**config.mk**
```make
export PLATFORM = sky130hd
export DESIGN_NAME = fft_stage_sequencer_flat
export DESIGN_NICKNAME = d
export VERILOG_FILES = /design/src/rtl/fft_seq_pkg.sv /design/src/rtl/fft_stage_sequencer_if.sv /design/src/rtl/fft_seq_delay_line.sv /design/src/rtl/fft_stage_sequencer.sv /design/src/flat_wrapper.sv
export SDC_FILE = /design/constraint.sdc
export NUM_CORES = 1
export LEC_CHECK = 0
export ABC_AREA = 1
export CELL_PAD_IN_SITES_DETAIL_PLACEMENT = 0
export CELL_PAD_IN_SITES_GLOBAL_PLACEMENT = 1
export CORE_MARGIN = 3
export CORE_UTILIZATION = 49
export CTS_BUF_LIST = sky130_fd_sc_hd__clkbuf_8
export CTS_CLUSTER_SIZE = 28
export DETAILED_ROUTE_END_ITERATION = 16
export DONT_BUFFER_PORTS = 1
export PLACE_DENSITY = 0.8
export SYNTH_ARGS = -nofsm -noshare
export SYNTH_HDL_FRONTEND = slang
export SYNTH_HIERARCHICAL = 1
export SYNTH_SLANG_ARGS = --single-unit
```
**constraint.sdc**
```tcl
create_clock -name clk -period 2.52 [get_ports clk]
set_input_delay 0.756 -clock clk [delete_from_list [all_inputs] [get_ports clk]]
set_output_delay 0.756 -clock clk [all_outputs]
set_load 0.005 [all_outputs]
```
**src/rtl/fft_seq_pkg.sv**
```systemverilog
// ---------------------------------------------------------------------------
// fft_seq_pkg
// Shared types and constants for the FFT/IFFT/NTT stage sequencer.
//   seq_state_e    : sequencer FSM states (IDLE/RUN/DRAIN/DONE)
//   SUM_DLY        : depth of the sum_trigger delay line
//   PRE_SEL_MAX    : largest datapath pre-select code
//   clamp_pre_sel  : stage index -> pre-select code, saturating at PRE_SEL_MAX
// ---------------------------------------------------------------------------
package fft_seq_pkg;

  typedef enum logic [1:0] {
    IDLE  = 2'd0,
    RUN   = 2'd1,
    DRAIN = 2'd2,
    DONE  = 2'd3
  } seq_state_e;

  localparam int          SUM_DLY     = 8;
  localparam int unsigned PRE_SEL_MAX = 7;

  // Stages past the last pre-select code reuse the final code.
  function automatic logic [2:0] clamp_pre_sel(input int unsigned stage);
    return (stage > PRE_SEL_MAX) ? 3'(PRE_SEL_MAX) : 3'(stage);
  endfunction

endpackage

```
**src/rtl/fft_stage_sequencer_if.sv**
```systemverilog
// ---------------------------------------------------------------------------
// fft_stage_sequencer_if
// Bundles the host handshake/config, bank read/write strobes and datapath
// mode controls of the stage sequencer.
//   master : host/controller side (drives start/abort/cfg_*, observes the rest)
//   slave  : sequencer side
// Optional: FFT_SEQ_PERF_EN adds perf_cycles[15:0] (sequencer -> host).
// ---------------------------------------------------------------------------
interface fft_stage_sequencer_if #(
  parameter int ADDR_W  = 9,
  parameter int STAGE_W = 4
);

  // Host -> sequencer
  logic               start;
  logic               abort;
  logic               cfg_inverse;
  logic [2:0]         cfg_point;
  logic               cfg_point_2_mode;
  logic [STAGE_W-1:0] cfg_stages;
  logic [ADDR_W-1:0]  cfg_words;

  // Sequencer -> host / banks / datapath
  logic               busy;
  logic               done;
  logic               rd_en;
  logic [ADDR_W-1:0]  rd_addr;
  logic               rd_bank;
  logic               wr_en;
  logic [ADDR_W-1:0]  wr_addr;
  logic               wr_bank;
  logic [2:0]         point;
  logic               point_2_mode;
  logic               inverse;
  logic [2:0]         pre_sel;
  logic               fft_last_stage;
  logic               ifft_last_stage;
  logic               sum_trigger;
  logic               sum_trigger_delay8;

`ifdef FFT_SEQ_PERF_EN
  logic [15:0]        perf_cycles;

  modport master (
    output start, abort, cfg_inverse, cfg_point, cfg_point_2_mode, cfg_stages, cfg_words,
    input  busy, done, rd_en, rd_addr, rd_bank, wr_en, wr_addr, wr_bank,
           point, point_2_mode, inverse, pre_sel, fft_last_stage, ifft_last_stage,
           sum_trigger, sum_trigger_delay8, perf_cycles
  );

  modport slave (
    input  start, abort, cfg_inverse, cfg_point, cfg_point_2_mode, cfg_stages, cfg_words,
    output busy, done, rd_en, rd_addr, rd_bank, wr_en, wr_addr, wr_bank,
           point, point_2_mode, inverse, pre_sel, fft_last_stage, ifft_last_stage,
           sum_trigger, sum_trigger_delay8, perf_cycles
  );
`else
  modport master (
    output start, abort, cfg_inverse, cfg_point, cfg_point_2_mode, cfg_stages, cfg_words,
    input  busy, done, rd_en, rd_addr, rd_bank, wr_en, wr_addr, wr_bank,
           point, point_2_mode, inverse, pre_sel, fft_last_stage, ifft_last_stage,
           sum_trigger, sum_trigger_delay8
  );

  modport slave (
    input  start, abort, cfg_inverse, cfg_point, cfg_point_2_mode, cfg_stages, cfg_words,
    output busy, done, rd_en, rd_addr, rd_bank, wr_en, wr_addr, wr_bank,
           point, point_2_mode, inverse, pre_sel, fft_last_stage, ifft_last_stage,
           sum_trigger, sum_trigger_delay8
  );
`endif

endinterface

```
**src/rtl/fft_seq_delay_line.sv**
```systemverilog
// ---------------------------------------------------------------------------
// fft_seq_delay_line
// Fixed-latency shift pipe: o_data is i_data delayed exactly DEPTH cycles.
// Ports:
//   clk      in  clock
//   rst_n    in  asynchronous reset, active-HIGH despite the name
//   i_flush  in  synchronous clear of every stage (wins over shifting)
//   i_data   in  WIDTH-bit input
//   o_data   out WIDTH-bit output, DEPTH cycles late
// ---------------------------------------------------------------------------
module fft_seq_delay_line #(
  parameter int WIDTH = 1,
  parameter int DEPTH = 1
) (
  input  logic             clk,
  input  logic             rst_n,
  input  logic             i_flush,
  input  logic [WIDTH-1:0] i_data,
  output logic [WIDTH-1:0] o_data
);

  logic [WIDTH-1:0] r_pipe [DEPTH];

  // NOTE: this register array is reset and flushed on purpose: a stale strobe
  // leaking out after reset/abort would issue a spurious bank write, so it is
  // built from flops rather than treated as an unreset RAM.
  always_ff @(posedge clk or posedge rst_n) begin
    if (rst_n) begin
      for (int i = 0; i < DEPTH; i++) r_pipe[i] <= '0;
    end else if (i_flush) begin
      for (int i = 0; i < DEPTH; i++) r_pipe[i] <= '0;
    end else begin
      // NOTE: non-blocking assignments make every stage sample the value its
      // neighbour held before the edge, so loop order does not matter.
      r_pipe[0] <= i_data;
      for (int i = 1; i < DEPTH; i++) r_pipe[i] <= r_pipe[i-1];
    end
  end

  assign o_data = r_pipe[DEPTH-1];

endmodule

```
**src/rtl/fft_stage_sequencer.sv**
```systemverilog
// ---------------------------------------------------------------------------
// fft_stage_sequencer
// Sequences the 8-lane FFT/IFFT/NTT datapath through every stage of one
// transform: per stage it streams vector reads from one ping-pong bank, lets
// the pipeline drain, and replays the reads PIPE_LAT cycles later as writes
// into the other bank. It also drives the datapath mode controls.
// Ports:
//   clk    in   clock
//   rst_n  in   asynchronous reset, active-HIGH despite the name
//   bus    slave modport of fft_stage_sequencer_if (handshake, config,
//               bank strobes/addresses, datapath controls)
// Optional: define FFT_SEQ_PERF_EN to add bus.perf_cycles, a saturating count
//   of busy cycles cleared at start and held after completion.
// ---------------------------------------------------------------------------
module fft_stage_sequencer
  import fft_seq_pkg::*;
#(
  parameter int ADDR_W   = 9,
  parameter int STAGE_W  = 4,
  parameter int PIPE_LAT = 6
) (
  input  logic                  clk,
  input  logic                  rst_n,
  fft_stage_sequencer_if.slave  bus
);

  localparam int DRAIN_W = (PIPE_LAT > 1) ? $clog2(PIPE_LAT) : 1;

  seq_state_e         r_state, w_state_nxt;
  logic               r_inverse, r_point_2_mode;
  logic [2:0]         r_point;
  logic [STAGE_W-1:0] r_stage_cnt, r_last_stage;
  logic [ADDR_W-1:0]  r_word_cnt, r_last_word;
  logic [DRAIN_W-1:0] r_drain_cnt;

  logic               w_start_acc, w_busy, w_rd_en, w_final;
  logic               w_word_done, w_drain_done;
  logic [ADDR_W-1:0]  w_rd_addr;
  logic [ADDR_W:0]    w_wr_pipe;
  logic               w_sum_trigger, w_sum_delayed;

  // Abort beats a simultaneous start.
  assign w_start_acc  = (r_state == IDLE) && bus.start && !bus.abort;
  assign w_busy       = (r_state == RUN) || (r_state == DRAIN);
  assign w_rd_en      = (r_state == RUN);
  assign w_final      = (r_stage_cnt == r_last_stage);
  assign w_word_done  = (r_word_cnt == r_last_word);
  assign w_drain_done = (r_drain_cnt == DRAIN_W'(PIPE_LAT - 1));
  assign w_rd_addr    = w_rd_en ? r_word_cnt : '0;

  // ---------------- FSM ----------------
  always_ff @(posedge clk or posedge rst_n) begin
    if (rst_n) r_state <= IDLE;
    else       r_state <= w_state_nxt;
  end

  always_comb begin
    // NOTE: default first so every path assigns w_state_nxt; no latch.
    w_state_nxt = r_state;
    case (r_state)
      IDLE:    if (w_start_acc) w_state_nxt = RUN;
      RUN:     if (w_word_done) w_state_nxt = DRAIN;
      DRAIN:   if (w_drain_done) w_state_nxt = w_final ? DONE : RUN;
      DONE:    w_state_nxt = IDLE;
      default: w_state_nxt = IDLE;
    endcase
    if (bus.abort) w_state_nxt = IDLE;
  end

  // ------------- counters and latched configuration -------------
  always_ff @(posedge clk or posedge rst_n) begin
    if (rst_n) begin
      r_inverse      <= 1'b0;
      r_point        <= '0;
      r_point_2_mode <= 1'b0;
      r_last_stage   <= '0;
      r_last_word    <= '0;
      r_stage_cnt    <= '0;
      r_word_cnt     <= '0;
      r_drain_cnt    <= '0;
    end else if (bus.abort) begin
      r_stage_cnt <= '0;
      r_word_cnt  <= '0;
      r_drain_cnt <= '0;
    end else begin
      case (r_state)
        IDLE: if (bus.start) begin
          r_inverse      <= bus.cfg_inverse;
          r_point        <= bus.cfg_point;
          r_point_2_mode <= bus.cfg_point_2_mode;
          // Store last indices; a zero count behaves like a count of one.
          r_last_stage   <= (bus.cfg_stages == '0) ? '0 : bus.cfg_stages - STAGE_W'(1);
          r_last_word    <= (bus.cfg_words == '0)  ? '0 : bus.cfg_words - ADDR_W'(1);
          r_stage_cnt    <= '0;
          r_word_cnt     <= '0;
          r_drain_cnt    <= '0;
        end
        RUN: if (w_word_done) begin
          r_word_cnt  <= '0;
          r_drain_cnt <= '0;
        end else begin
          r_word_cnt <= r_word_cnt + ADDR_W'(1);
        end
        DRAIN: if (w_drain_done) begin
          r_drain_cnt <= '0;
          if (!w_final) r_stage_cnt <= r_stage_cnt + STAGE_W'(1);
        end else begin
          r_drain_cnt <= r_drain_cnt + DRAIN_W'(1);
        end
        default: ;
      endcase
    end
  end

  // ------------- write side: reads replayed after the pipeline -------------
  // Read address is zeroed when not reading so wr_addr is 0 between writes.
  fft_seq_delay_line #(.WIDTH(ADDR_W + 1), .DEPTH(PIPE_LAT)) u_wr_pipe (
    .clk     (clk),
    .rst_n   (rst_n),
    .i_flush (bus.abort),
    .i_data  ({w_rd_en, w_rd_addr}),
    .o_data  (w_wr_pipe)
  );

  // Accumulation trigger: first read of the final stage, inverse runs only.
  assign w_sum_trigger = w_rd_en && w_final && r_inverse && (r_word_cnt == '0);

  fft_seq_delay_line #(.WIDTH(1), .DEPTH(SUM_DLY)) u_sum_pipe (
    .clk     (clk),
    .rst_n   (rst_n),
    .i_flush (bus.abort),
    .i_data  (w_sum_trigger),
    .o_data  (w_sum_delayed)
  );

  // ---------------- outputs ----------------
  assign bus.busy               = w_busy;
  assign bus.done               = (r_state == DONE);
  assign bus.rd_en              = w_rd_en;
  assign bus.rd_addr            = w_rd_addr;
  assign bus.wr_en              = w_wr_pipe[ADDR_W];
  assign bus.wr_addr            = w_wr_pipe[ADDR_W-1:0];
  // Writes of a stage finish inside its DRAIN, so the stage counter still
  // names the stage being written. Banks read 0 when idle.
  assign bus.rd_bank            = w_busy &&  r_stage_cnt[0];
  assign bus.wr_bank            = w_busy && !r_stage_cnt[0];
  assign bus.point              = w_busy ? r_point : '0;
  assign bus.point_2_mode       = w_busy && r_point_2_mode;
  assign bus.inverse            = w_busy && r_inverse;
  assign bus.pre_sel            = w_busy ? clamp_pre_sel(32'(r_stage_cnt)) : '0;
  assign bus.fft_last_stage     = w_busy && w_final && !r_inverse;
  assign bus.ifft_last_stage    = w_busy && w_final &&  r_inverse;
  assign bus.sum_trigger        = w_sum_trigger;
  assign bus.sum_trigger_delay8 = w_sum_delayed;

`ifdef FFT_SEQ_PERF_EN
  logic [15:0] r_perf_cycles;

  always_ff @(posedge clk or posedge rst_n) begin
    if (rst_n)                                   r_perf_cycles <= '0;
    else if (w_start_acc)                        r_perf_cycles <= '0;
    else if (w_busy && r_perf_cycles != 16'hFFFF) r_perf_cycles <= r_perf_cycles + 16'd1;
  end

  assign bus.perf_cycles = r_perf_cycles;
`endif

endmodule

```
**src/flat_wrapper.sv**
```systemverilog
// flat-port wrapper written by rule: the top's interface ports become plain ports
module fft_stage_sequencer_flat import fft_seq_pkg::*;
#(
  parameter int ADDR_W   = 9,
  parameter int STAGE_W  = 4,
  parameter int PIPE_LAT = 6
)
  (clk, rst_n, bus_start, bus_abort, bus_cfg_inverse, bus_cfg_point, bus_cfg_point_2_mode, bus_cfg_stages, bus_cfg_words, bus_busy, bus_done, bus_rd_en, bus_rd_addr, bus_rd_bank, bus_wr_en, bus_wr_addr, bus_wr_bank, bus_point, bus_point_2_mode, bus_inverse, bus_pre_sel, bus_fft_last_stage, bus_ifft_last_stage, bus_sum_trigger, bus_sum_trigger_delay8);
  fft_stage_sequencer_if #(.ADDR_W(ADDR_W), .STAGE_W(STAGE_W)) bus_i ();
  input  logic clk;
  input  logic rst_n;
  input wire logic [$bits(bus_i.start)-1:0] bus_start;
  input wire logic [$bits(bus_i.abort)-1:0] bus_abort;
  input wire logic [$bits(bus_i.cfg_inverse)-1:0] bus_cfg_inverse;
  input wire logic [$bits(bus_i.cfg_point)-1:0] bus_cfg_point;
  input wire logic [$bits(bus_i.cfg_point_2_mode)-1:0] bus_cfg_point_2_mode;
  input wire logic [$bits(bus_i.cfg_stages)-1:0] bus_cfg_stages;
  input wire logic [$bits(bus_i.cfg_words)-1:0] bus_cfg_words;
  output wire logic [$bits(bus_i.busy)-1:0] bus_busy;
  output wire logic [$bits(bus_i.done)-1:0] bus_done;
  output wire logic [$bits(bus_i.rd_en)-1:0] bus_rd_en;
  output wire logic [$bits(bus_i.rd_addr)-1:0] bus_rd_addr;
  output wire logic [$bits(bus_i.rd_bank)-1:0] bus_rd_bank;
  output wire logic [$bits(bus_i.wr_en)-1:0] bus_wr_en;
  output wire logic [$bits(bus_i.wr_addr)-1:0] bus_wr_addr;
  output wire logic [$bits(bus_i.wr_bank)-1:0] bus_wr_bank;
  output wire logic [$bits(bus_i.point)-1:0] bus_point;
  output wire logic [$bits(bus_i.point_2_mode)-1:0] bus_point_2_mode;
  output wire logic [$bits(bus_i.inverse)-1:0] bus_inverse;
  output wire logic [$bits(bus_i.pre_sel)-1:0] bus_pre_sel;
  output wire logic [$bits(bus_i.fft_last_stage)-1:0] bus_fft_last_stage;
  output wire logic [$bits(bus_i.ifft_last_stage)-1:0] bus_ifft_last_stage;
  output wire logic [$bits(bus_i.sum_trigger)-1:0] bus_sum_trigger;
  output wire logic [$bits(bus_i.sum_trigger_delay8)-1:0] bus_sum_trigger_delay8;
  assign bus_i.start = bus_start;
  assign bus_i.abort = bus_abort;
  assign bus_i.cfg_inverse = bus_cfg_inverse;
  assign bus_i.cfg_point = bus_cfg_point;
  assign bus_i.cfg_point_2_mode = bus_cfg_point_2_mode;
  assign bus_i.cfg_stages = bus_cfg_stages;
  assign bus_i.cfg_words = bus_cfg_words;
  assign bus_busy = bus_i.busy;
  assign bus_done = bus_i.done;
  assign bus_rd_en = bus_i.rd_en;
  assign bus_rd_addr = bus_i.rd_addr;
  assign bus_rd_bank = bus_i.rd_bank;
  assign bus_wr_en = bus_i.wr_en;
  assign bus_wr_addr = bus_i.wr_addr;
  assign bus_wr_bank = bus_i.wr_bank;
  assign bus_point = bus_i.point;
  assign bus_point_2_mode = bus_i.point_2_mode;
  assign bus_inverse = bus_i.inverse;
  assign bus_pre_sel = bus_i.pre_sel;
  assign bus_fft_last_stage = bus_i.fft_last_stage;
  assign bus_ifft_last_stage = bus_i.ifft_last_stage;
  assign bus_sum_trigger = bus_i.sum_trigger;
  assign bus_sum_trigger_delay8 = bus_i.sum_trigger_delay8;
  fft_stage_sequencer #(.ADDR_W(ADDR_W), .STAGE_W(STAGE_W), .PIPE_LAT(PIPE_LAT)) u_core (.clk(clk), .rst_n(rst_n), .bus(bus_i));
endmodule
```
# --- Word-level counts from Yosys, hierarchy flattened ---
# Index checks and enable logic that the tools add are counted.
word_totals:
  register_bits: 104
  input_bits: 22
  output_inout_bits: 36
classes:
  addsub: 5
  magnitude_cmp: 1
  eq_ne: 11
  n_mux: 28
  bitwise: 1
  n_reduce_logical: 28
ops:
  columns: ["cell", "n"]
  rows:
  - ["two-way mux 60 bit", 1]
  - ["two-way mux 9 bit", 5]
  - ["two-way mux 3 bit", 7]
  - ["two-way mux 4 bit", 5]
  - ["logical NOT 9 bit", 2]
  - ["one-hot mux 9 bit (2 select lines)", 1]
  - ["logical AND 1 bit", 12]
  - ["two-way mux 2 bit", 5]
  - ["adder 9 x 1 -> 9 bit (second input constant)", 1]
  - ["equality test 9 bit", 1]
  - ["!= test 3 bit (second input constant)", 3]
  - ["one-hot mux 3 bit (3 select lines)", 1]
  - ["AND reduction 3 bit", 3]
  - ["subtractor 9 x 1 -> 9 bit (second input constant)", 1]
  - ["two-way mux 8 bit", 1]
  - ["one-hot mux 2 bit (4 select lines)", 1]
  - ["one-hot mux 4 bit (2 select lines)", 1]
  - ["!= test 3 x 2 -> 1 bit (second input constant)", 2]
  - ["nonzero test 3 bit", 2]
  - ["adder 4 x 1 -> 4 bit (second input constant)", 1]
  - ["equality test 2 bit (second input constant)", 2]
  - ["equality test 4 bit", 1]
  - ["> comparator 4 x 3 -> 1 bit (second input constant)", 1]
  - ["logical NOT 4 bit", 1]
  - ["other kinds (11)", 13]

# --- Depth between registers and ports, before layout ---
depth:
  depth_word: 6
  ltp_mapped: 11
  depth_no_buf: 11

# --- Modules after synthesis ---
# Netlist, hierarchy kept.
modules_own_cells:
  columns: ["mod", "instances", "cells_per_inst", "area_each_um2", "seq_area_each_um2"]
  rows:
  - ["fft_stage_sequencer", 1, 330, 2321.0, 900.9]
  - ["fft_seq_delay_line (u_core.u_wr_pipe)", 1, 198, 2109.5, 1501.4]
  - ["fft_seq_delay_line (u_core.u_sum_pipe)", 1, 26, 275.3, 200.2]

# --- Worst setup path after synthesis ---
# Ideal clock, no wire load.
synth_timing:
  kind: "reg-to-output"
  start: "register u_core.r_state[1]"
  end: "output port bus_sum_trigger"
  arrival_time_ps: 1495
  t_required_ps: 1764
  slack_ps: 269
  path_stages_with_launch: 6
  cell_sequence: "dfrtp_1 -> inv_1 -> ha_1 -> clkbuf_1 -> nand4_1 -> nor4_1"
synth_via:
  elab_chain_cells: 4
synth_lines:
  columns: ["item", "line_no", "source"]
  rows:
  - ["from (decl)", "fft_stage_sequencer.sv:29", "seq_state_e r_state, w_state_nxt;"]
  - ["from (signal assigned)", "fft_stage_sequencer.sv:54", "else r_state <= w_state_nxt;"]
  - ["equality test 2 x 1 -> 1 bit", "fft_stage_sequencer.sv:45", "assign w_rd_en = (r_state == RUN);"]
  - ["via bus_rd_en", "flat_wrapper.sv:21", "output wire logic [$bits(bus_i.rd_en)-1:0] bus_rd_en;"]
  - ["logical AND 1 bit (3 in a row)", "fft_stage_sequencer.sv:126", "assign w_sum_trigger = w_rd_en && w_final && r_inverse && (r_word_cnt == '0);"]
  - ["to (decl)", "flat_wrapper.sv:33", "output wire logic [$bits(bus_i.sum_trigger)-1:0] bus_sum_trigger;"]
# The timed path passes the listed nets, and every way through them passes these cells.

# --- Final worst setup path ---
layout_timing:
  start: "register u_core.r_state[1]"
  end: "output port bus_fft_last_stage"
layout_via:
  elab_chain_cells: 4
layout_lines:
  columns: ["item", "line_no", "source"]
  rows:
  - ["equality test 2 x 1 -> 1 bit or equality test 2 bit (tied branches)", "fft_stage_sequencer.sv:44", "assign w_busy = (r_state == RUN) || (r_state == DRAIN);"]
  - ["logical OR 1 bit *", "fft_stage_sequencer.sv:44", null]
  - ["via bus_busy", "flat_wrapper.sv:19", "output wire logic [$bits(bus_i.busy)-1:0] bus_busy;"]
  - ["logical AND 1 bit * (2 in a row)", "fft_stage_sequencer.sv:151", "assign bus.fft_last_stage = w_busy && w_final && !r_inverse;"]
  - ["to (decl)", "flat_wrapper.sv:31", "output wire logic [$bits(bus_i.fft_last_stage)-1:0] bus_fft_last_stage;"]
# The timed path passes the listed nets; every way through them passes the cells marked *.

==> key figures <==
Outcome
  • Status: finished, final reports clean

Finish
  • Area of the multi-input gates: 1460 um^2
  • Layout Nets: 579
  • Commonest non-fill, non-tap cell in the layout: inv_1
  • Diode count: 0
  • Area grow syn2layout: 5.10%
  • Share of layout cells above drive strength 1: 8.84%
  • Commonest cells after routing, fill and taps aside: 122 x inv_1, 107 x nand2_1, 100 x dfrtp_1, 94 x nor2_1, 17 x nand3_1
  • Register area: 2610 um^2
  • Layout Cells excl Fill: 683
  • FILL cells: 929
  • Final Cell Area: 4950 um^2

Placement
  • Hpwl dp: 5690 um
  • Pre-CTS WS: 0.386 ns
  • Placement Cell Area: 4730 um^2
  • IO Port Bufs: 0
  • Placed cell count: 667
  • Routability cong.: 0.794

STA
  • Hold_ws: 0.212 ns
  • Hold Vio Cnt, Final: 0
  • F_max: 417 MHz
  • Final Cycle Share: 95.2%
  • Min Tclk post-route: 2.40 ns
  • Relative slew slack: 63.6%
  • Worst clock skew: 0.00926 ns
  • Setup WS post-layout: 0.121 ns
  • Max-slew violations: 0
  • Final setup TNS: 0 ns
  • Worst-Margin Slew: 0.545 ns
  • Final-report setup violation count: 0

Yosys
  • Avg Inst Size Synth: 8.49 um^2
  • Syn Nets: 584
  • Mapped Cells: 554
  • Distinct cell type count after synthesis: 33
  • Yosys warns: 6
  • Synth Register Bits: 104
  • Post-synthesis sequential area ratio: 55.3%
  • Mapped Area: 4710 um^2

Clock tree
  • Reg clk slew, reported paths: 0.10 ns
  • Clk sinks: 104
  • Number of post-CTS setup repair buffers: 0
  • TritonCTS Buffers: 9
  • CTS Hold Buffers Added: 0
  • H-Tree Depth: 3
  • CTS root buf: clkbuf_8
  • CTS tree: yes
  • Worst skew pair latency: 0.36 ns
  • CTS max path bufs: 2

Die
  • I/O pins: 58
  • Die W: 104 um
  • Core box area: 9280 um^2
  • Cell Rows: 35
  • Starting Density: 50.7%
  • Die height: 104 um
  • Die area: 10800 um^2

GRT
  • Largest net degree at the start of global routing: 75
  • Tot GR Track Use: 15.7%
  • Total gr overflow: 0
  • First-pass GRT wire length: 14000 um
  • Initial antenna violation count: 0
  • Vias in the first global route: 3081

Detailed routing
  • 1st-pass router iterations: 4
  • DR iter-0 viols: 109
  • WL per Instance: 11.6 um
  • # DRC: 0
  • Via/cell ratio: 4.63
  • Post-Route WL: 7930 um
  • Vias: 3162
  • Remaining antenna violation count after routing: 0

Worst setup path
  • CP startpoint: u_core/r_state[1]$_DFFE_PP0P_
  • CP Class: reg -> out
  • Critical Path Sink: bus_fft_last_stage
  • R2R setup slack: 0.62 ns
  • Worst endpoint required time: 1.76 ns
  • Reg2reg path depth: 8
  • Reg2reg start: u_core/r_state[1]$_DFFE_PP0P_
  • Crit. End Element: output port
  • WP data arrival: 1.64 ns
  • Startpoint Class: register
  • Crit path max fanout: 8
  • Terminus of the critical flop-to-flop path: u_core/r_last_word[1]$_DFFE_PP0P_

Power
  • Combinational share of power: 25.9%
  • Flop pwr share: 49.8%
  • Static leakage: 2.52 nW
  • Max IR drop VDD: 0.425 mV
  • Internal power: 0.00261 W
  • Sw frac: 35.3%
  • Clk pwr share: 24.3%
  • NetSw: 0.00143 W
  • Power per cell area: 816 nW/um^2

Flow run
  • Max-capacitance violation count: 0

Min path
  • Worst min path class: in -> async
## critical path: stages (launching register included)
cell and delay, ns:
dfrtp_2 0.43, inv_1 0.08, ha_2 0.41, inv_1 0.13, nor3_2 0.23
## layer usage
metal	GRT usage, %	vias up	part of all wire [%]	wire, um
met4	6.08	0	1.8	144
met1	19.3	1470	44	3490
met5	0	-	0	0
met2	26.9	73	50	3950
li1	-	1606	-	-
met3	3.66	13	4.4	352
## final cells by class
type,count,area share (%)
clock buffer,10,2.78
timing repair buffer,6,0.911
multi-input combinational,300,29.6
clock inverter,6,1.04
sequential,104,52.7
tap,129,3.26
inverter,128,9.71
## state kept, by name (all words and copies together) (netlist names)
name / count
u_core/u_sum_pipe/o_data: 1
u_core/r_word_cnt: 9
u_core/r_inverse: 1
u_core/r_last_word: 9
u_core/u_wr_pipe/o_data: 10
u_core/r_point_2_mode: 1
u_core/u_wr_pipe/r_pipe: 50
u_core/r_point: 3
u_core/r_last_stage: 4
u_core/r_drain_cnt: 3
u_core/r_state: 2
u_core/u_sum_pipe/r_pipe: 7
u_core/r_stage_cnt: 4
## metrics by stage
step / utilization (%) / power [W]
floorplan: - / 0.00283
finish: 53.3 / 0.00404
CTS: 53.0 / 0.00406
global route: 53.3 / 0.00435
detailed placement: 51.0 / 0.00306
global placement: 51.0 / 0.00302
## cell families after synthesis
kind of cell    Yosys count  synth area share (%)
simple gates            241                  21.4
compound gates           37                  4.55
xor+xnor                 14                  2.61
fa+ha+maj                 8                  2.13
buf+inv                 150                  14.1
flops                   104                  55.3
## cell usage after synthesis
cell type / n / share of area, %
inv_1: 123 / 9.8
nand2_1: 108 / 8.6
dfrtp_1: 104 / 55
nor2_1: 96 / 7.7
nand3_1: 17 / 1.8
buf_4: 10 / 1.6
o21ai_0: 9 / 0.96
a21oi_1: 8 / 0.85
buf_6: 8 / 1.9
ha_1: 8 / 2.1
o21ai_1: 7 / 0.74
xnor2_1: 7 / 1.3
xor2_1: 7 / 1.3
inv_2: 5 / 0.40
o22ai_1: 5 / 0.66
nand4_1: 4 / 0.53
nor3_1: 4 / 0.43
clkbuf_1: 3 / 0.24
o31ai_1: 3 / 0.48
nand2_2: 2 / 0.27
nand3_2: 2 / 0.43
nand3b_1: 2 / 0.32
o211ai_1: 2 / 0.32
a21oi_2: 1 / 0.19
a22oi_1: 1 / 0.16
buf_2: 1 / 0.11
nand2_4: 1 / 0.24
nor2_2: 1 / 0.13
nor2_4: 1 / 0.24
nor3_2: 1 / 0.21
nor3_4: 1 / 0.35
nor4_1: 1 / 0.13
o21ai_2: 1 / 0.19
## how the worst min path moves through the flow
stage,startpoint,endpoint
floorplan,u_core/u_sum_pipe/r_pipe[1]$_DFF_PP0_,u_core/u_sum_pipe/o_data$_DFF_PP0_
global placement,u_core/u_sum_pipe/r_pipe[6]$_DFF_PP0_,u_core/u_sum_pipe/r_pipe[5]$_DFF_PP0_
detailed placement,u_core/u_wr_pipe/r_pipe[28]$_DFF_PP0_,u_core/u_wr_pipe/r_pipe[18]$_DFF_PP0_
CTS,rst_n,u_core/u_sum_pipe/o_data$_DFF_PP0_
global route,rst_n,u_core/u_sum_pipe/o_data$_DFF_PP0_
finish,rst_n,u_core/u_sum_pipe/o_data$_DFF_PP0_
## timing repair
item                       CTS  global route
gates resized for setup      1             9
pin swaps                    0             1
setup endpoints to repair    1             3
## power by group through the flow
| stage | Clock (W) | Combinational [W] | Sequential, W |
|---|---|---|---|
| CTS | 0.00102 | 0.00103 | 0.00200 |
| finish | 0.000982 | 0.00104 | 0.00201 |
| detailed placement | 0 | 0.00102 | 0.00204 |
| global route | 0.00110 | 0.00121 | 0.00204 |
| global placement | 0 | 0.000999 | 0.00202 |
| floorplan | 0 | 0.000831 | 0.00200 |
Power figures use the tool's default switching activity.
